**src/rtl/io_input_ctrl_pkg.sv**
```systemverilog
// Shared definitions for the operator-input controller: FSM encoding and the
// ecall service code the core decodes to form read_req.
package io_input_ctrl_pkg;

  localparam int unsigned STATE_W = 2;
  localparam int unsigned DATA_W  = 32;

  typedef enum logic [STATE_W-1:0] {
    ST_IDLE         = 2'd0,
    ST_WAIT_RELEASE = 2'd1,
    ST_WAIT_PRESS   = 2'd2,
    ST_DONE         = 2'd3
  } state_e;

  // a7 value of the "read integer from operator" ecall
  localparam logic [DATA_W-1:0] ECALL_READ_INPUT = 32'd5;

endpackage

```
**src/rtl/io_input_ctrl_btn_debounce.sv**
```systemverilog
// Two-flop synchroniser plus counter debouncer for one active-high button;
// emits the clean level and a one-cycle pulse per accepted press.
module io_input_ctrl_btn_debounce #(
  parameter int unsigned DEBOUNCE_CYCLES = 1000000
) (
  input  logic clock,
  input  logic reset,
  input  logic button_in,
  output logic btn_stable,
  output logic press_pulse
);

  localparam int unsigned CNT_W = $clog2(DEBOUNCE_CYCLES);

  logic [1:0]       sync_q;
  logic             sync_btn;
  logic             btn_prev;
  logic [CNT_W-1:0] cnt;

  assign sync_btn = sync_q[1];

  always_ff @(posedge clock or posedge reset) begin
    if (reset) begin
      sync_q <= 2'b00;
    end else begin
      sync_q <= {sync_q[0], button_in};
    end
  end

  // Level is accepted after DEBOUNCE_CYCLES consecutive disagreeing cycles
  always_ff @(posedge clock or posedge reset) begin
    if (reset) begin
      cnt        <= '0;
      btn_stable <= 1'b0;
    end else if (sync_btn == btn_stable) begin
      cnt <= '0;
    end else if (cnt == CNT_W'(DEBOUNCE_CYCLES - 1)) begin
      cnt        <= '0;
      btn_stable <= ~btn_stable;
    end else begin
      cnt <= cnt + CNT_W'(1);
    end
  end

  always_ff @(posedge clock or posedge reset) begin
    if (reset) begin
      btn_prev    <= 1'b0;
      press_pulse <= 1'b0;
    end else begin
      btn_prev    <= btn_stable;
      press_pulse <= btn_stable & ~btn_prev;
    end
  end

endmodule

```
**src/rtl/io_input_ctrl.sv**
```systemverilog
// Input-ecall service: stalls fetch until the operator presses continue, then
// hands the synchronised switch value to writeback for one cycle.
module io_input_ctrl
  import io_input_ctrl_pkg::*;
#(
  parameter int unsigned SW_WIDTH        = 8,
  parameter int unsigned DEBOUNCE_CYCLES = 1000000,
  parameter bit          SIGN_EXT        = 1'b0
) (
  input  logic                clock,
  input  logic                reset,
  input  logic [SW_WIDTH-1:0] switch_in,
  input  logic                button_in,
  input  logic                read_req,
  output logic                stall,
  output logic                data_valid,
  output logic [DATA_W-1:0]   data_out,
  output logic                press_pulse,
  output logic                waiting
);

  state_e              state;
  state_e              state_next;
  logic [SW_WIDTH-1:0] sw_meta;
  logic [SW_WIDTH-1:0] sw_sync;
  logic [SW_WIDTH-1:0] data_reg;
  logic                btn_stable;
  logic                capture;

  io_input_ctrl_btn_debounce #(
    .DEBOUNCE_CYCLES(DEBOUNCE_CYCLES)
  ) u_btn (
    .clock      (clock),
    .reset      (reset),
    .button_in  (button_in),
    .btn_stable (btn_stable),
    .press_pulse(press_pulse)
  );

  always_ff @(posedge clock or posedge reset) begin
    if (reset) begin
      sw_meta <= '0;
      sw_sync <= '0;
    end else begin
      sw_meta <= switch_in;
      sw_sync <= sw_meta;
    end
  end

  always_ff @(posedge clock or posedge reset) begin
    if (reset) begin
      state <= ST_IDLE;
    end else begin
      state <= state_next;
    end
  end

  // A held button must be released first so one press serves one request
  always_comb begin
    state_next = state;
    case (state)
      ST_IDLE: begin
        if (read_req) begin
          state_next = btn_stable ? ST_WAIT_RELEASE : ST_WAIT_PRESS;
        end
      end
      ST_WAIT_RELEASE: begin
        if (!read_req) begin
          state_next = ST_IDLE;
        end else if (!btn_stable) begin
          state_next = ST_WAIT_PRESS;
        end
      end
      ST_WAIT_PRESS: begin
        if (!read_req) begin
          state_next = ST_IDLE;
        end else if (press_pulse) begin
          state_next = ST_DONE;
        end
      end
      ST_DONE: begin
        state_next = ST_IDLE;
      end
      default: begin
        state_next = ST_IDLE;
      end
    endcase
  end

  always_comb begin
    stall      = 1'b0;
    waiting    = 1'b0;
    data_valid = 1'b0;
    capture    = 1'b0;
    case (state)
      ST_IDLE: begin
        stall = read_req;
      end
      ST_WAIT_RELEASE: begin
        stall   = 1'b1;
        waiting = 1'b1;
      end
      ST_WAIT_PRESS: begin
        stall   = 1'b1;
        waiting = 1'b1;
        capture = read_req & press_pulse;
      end
      ST_DONE: begin
        data_valid = 1'b1;
      end
      default: begin
        stall = 1'b0;
      end
    endcase
  end

  always_ff @(posedge clock or posedge reset) begin
    if (reset) begin
      data_reg <= '0;
    end else if (capture) begin
      data_reg <= sw_sync;
    end
  end

  generate
    if (SIGN_EXT) begin : g_sext
      assign data_out = {{(DATA_W - SW_WIDTH){data_reg[SW_WIDTH-1]}}, data_reg};
    end else begin : g_zext
      assign data_out = {{(DATA_W - SW_WIDTH){1'b0}}, data_reg};
    end
  endgenerate

endmodule

```
**config.mk**
```make
export PLATFORM = sky130hd
export DESIGN_NAME = io_input_ctrl
export DESIGN_NICKNAME = d
export VERILOG_FILES = /design/src/rtl/io_input_ctrl_pkg.sv /design/src/rtl/io_input_ctrl_btn_debounce.sv /design/src/rtl/io_input_ctrl.sv
export SDC_FILE = /design/constraint.sdc
export NUM_CORES = 1
export LEC_CHECK = 0
export BUFFER_PORTS_ARGS = -buffer_cell sky130_fd_sc_hd__buf_2
export CELL_PAD_IN_SITES_DETAIL_PLACEMENT = 0
export CELL_PAD_IN_SITES_GLOBAL_PLACEMENT = 1
export CORE_ASPECT_RATIO = 1.2
export CORE_MARGIN = 4
export CORE_UTILIZATION = 42
export DETAILED_ROUTE_END_ITERATION = 8
export GPL_ROUTABILITY_DRIVEN = 0
export PLACE_DENSITY_LB_ADDON = 0.1
export SLEW_MARGIN = 10
export SYNTH_ARGS = -nofsm -noshare
export SYNTH_HDL_FRONTEND = slang
export SYNTH_SLANG_ARGS = --single-unit
```
**constraint.sdc**
```tcl
create_clock -name clock -period 2.4 [get_ports clock]
set_input_delay 0.12 -clock clock [delete_from_list [all_inputs] [get_ports clock]]
set_output_delay 0.12 -clock clock [all_outputs]
set_load 0.05 [all_outputs]
```
==> summary.txt <==
Run status
  – Run status: completed

Timing
  – Final setup viols: 0
  – Fmax: 0.4689 GHz
  – Setup TNS: 0 ps
  – Fin crit period: 2133 ps
  – Tcrit/Tclk final: 0.8886
  – Slew Viols, Final: 0
  – Final Skew: 7.591 ps
  – Hold Vio Cnt, Final: 0
  – RSZ-0062 raised after global routing: no
  – Final worst slack: 267.3 ps
  – Slew @ Worst Pin: 1029 ps
  – Slew HR: 0.3129

Floorplanning
  – Die width: 74.55 um
  – FP Rows: 28
  – Starting Density: 0.4425
  – # IOs: 48
  – Core Region: 0.005045 mm2
  – Die area: 0.006550 mm2
  – Die Ht: 87.86 um

Placement
  – Port Buffer Count: 23
  – Placed cells: 275
  – Detail Placement HPWL: 2537 um
  – Pre-CTS setup slack: 263.7 ps
  – Dpl cell area: 0.002340 mm2

Clock network
  – Max H-tree Level: 2
  – Clock buffer depth: 2
  – Clk Tree Root Cell: clkbuf_8
  – Clock-pin slew on the worst setup and hold paths: 100 ps
  – CTS tree: yes
  – Cts repair resizes: 0
  – CTS sink cnt: 51
  – Clock latency on the worst-skew pair: 300 ps
  – Num CTS Buffers: 5

Worst setup path
  – CP top delay family: simple AND/OR/NAND/NOR gates
  – Slowest CP cell: or4_1
  – Startpoint Class: flip-flop
  – CP cell instances: or4_1 -> or4_4 -> o21ai_4 -> nor2_1
  – Crit end category: flip-flop
  – Worst path buffer plus inverter count: 0
  – Arrival @ worst endpoint: 2310 ps
  – Largest fanout on the critical path: 17
  – CP Class: reg2reg
  – Slowest Stage Delay on Critical Path: 530 ps
  – Critical Path RT: 2570 ps

Synthesis
  – FF+latch count, synth: 51
  – Post-Synth XOR/XNOR Area: 0.06278
  – Synthesized cell area: 0.002232 mm2
  – Gate Count Post-Synth: 191
  – Sequential element share of the synthesized area: 0.5717
  – Synthesis Warnings: 0
  – Simple-gate portion of the synthesized area: 0.1306
  – Post-synthesis mux area share: 0.06839
  – Average size of a mapped cell: 11.69 um2
  – Post-synth cell types: 28
  – Synth Area in Compound Gates: 0.03027
  – Main combinational cell family by area after synthesis: simple AND/OR/NAND/NOR gates
  – Post-Synth Adder-Cell Area: 0.03363

Drt
  – Initial DRC Count: 43
  – Final wirelength: 3584 um
  – Vias/cell: 4.651
  – ANT nets after route: 0
  – WL per Instance: 12.27 um
  – DRC: 0
  – First-pass iteration count of the detailed router: 2
  – Vias: 1358

Layout
  – Fin nets: 249
  – P&R area growth vs syn: 13.06%
  – Top reg by flops: u_btn.cnt
  – Share of layout cells above drive strength 1: 0.2112
  – Final Cell Area: 0.002524 mm2
  – Antenna Cells: 0
  – Final cell count without fillers: 292
  – Largest register FFs: 20

Global routing
  – First-pass GRT wire length: 6368 um
  – Global Route Usage Sum: 0.1277
  – Vias in the first global route: 1386
  – Pin count of the biggest net entering global routing: 52
  – GRT overflow: 0
  – Initial antenna violation count: 0

Min path
  – HP Class: in2async

Run
  – Max_cap viols: 0

Power
  – Power Total: 1.829 mW
  – Leakage: 1.187 nW
  – Pwr per Cell Area: 724.6 mW/mm2
  – Worst IR drop on VDD: 0.5092 mV
[synthesized netlist by cell type]
cell type,number,area [um2]
a21oi_1,4,20.02
a22oi_1,1,7.510
a31o_2,1,8.760
and2_1,1,6.260
and3_1,1,6.260
buf_4,24,180.2
buf_6,1,11.26
conb_1,1,3.750
dfrtp_1,51,1276
ha_1,6,75.07
inv_1,9,33.78
mux2_2,10,112.6
mux2i_1,4,40.04
nand2_1,6,22.52
nand3_1,6,30.03
nand4_1,6,37.54
nor2_1,23,86.33
nor2_2,1,6.260
nor2b_1,1,6.260
nor3_1,6,30.03
nor4_1,5,31.28
o21ai_0,3,15.01
o21ai_4,1,16.27
or4_1,1,7.510
or4_4,1,11.26
or4b_1,1,10.01
xnor2_1,14,122.6
xor2_1,2,17.52
[kinds of logic (layout without fill, tap and decap cells)]
family | after synthesis | after routing
fa+ha+maj | 6 | 6
xor+xnor | 16 | 16
buf+inv | 34 | 52
flops | 51 | 51
mux | 14 | 14
simple gates | 59 | 59
compound gates | 10 | 10
other cells | 1 | 24
[where the power goes]
group | internal [mW] | switching [mW]
clock network | 0.213 | 0.294
logic | 0.105 | 0.308
registers | 0.891 | 0.0176
total | 1.21 | 0.620
[what timing repair did]
action                    CTS  global route
buffers inserted            0             0
hold endpoints to repair    9             0
hold buffers                9             0
[layout by cell type, fill, tap and decap left out, drive strengths merged]
cell type and instances:
mux2i 4, nor2b 1, clkbuf 5, xnor2 14, conb 24, dfrtp 51
a22oi 1, o21ai 4, a31o 1, or4 2, clkinvlp 1, buf 26
and3 1, nand2 6, xor2 2, inv 11, dlygate4sd3 9, nor2 24
ha 6, or4b 1, nand4 6, nor3 6, and2 1, mux2 10
nor4 5, a21oi 4, nand3 6
[layer usage]
metal	up-vias	share of wire	global-route usage
li1	664	-	-
met1	664	0.42	0.1529
met2	25	0.51	0.2126
met3	5	0.046	0.03444
met4	0	0.019	0.05825
met5	-	0	0
[area by class of cell]
cell class	count	area, um2
well taps	60	75.07
repair buffers	35	227.7
fillers	466	2521
clock inverters	3	25.02
multi-input cells	129	817.0
flip-flops and latches	51	1276
inverters	9	33.78
clock buffers	5	68.82
[through the flow]
| step | util | hold slack [ps] |
|---|---|---|
| after floorplan | - | 151.4 |
| after global placement | 0.4638 | 228.6 |
| after detailed placement | 0.4638 | 229.7 |
| after CTS | 0.5002 | 95.44 |
| after global routing | 0.5002 | 140.1 |
| final | 0.5002 | 51.71 |
[path summary, 6_finish.rpt]
kind | to | cells past startpoint | from | slack, ps
worst max-delay path | u_btn.cnt[15] | 4 | u_btn.cnt[10] | 270
worst min-delay path | sw_sync[4] | 2 | reset | 50
worst max register to register | u_btn.cnt[15] | 4 | u_btn.cnt[10] | 270
worst min register to register | sw_sync[7] | 0 | sw_meta[7] | 360
max in group asynchronous | u_btn.cnt[12] | 2 | reset | 1710
min in group clock | state[1] | 3 | read_req | 230
(Power assumes the default switching activity.)
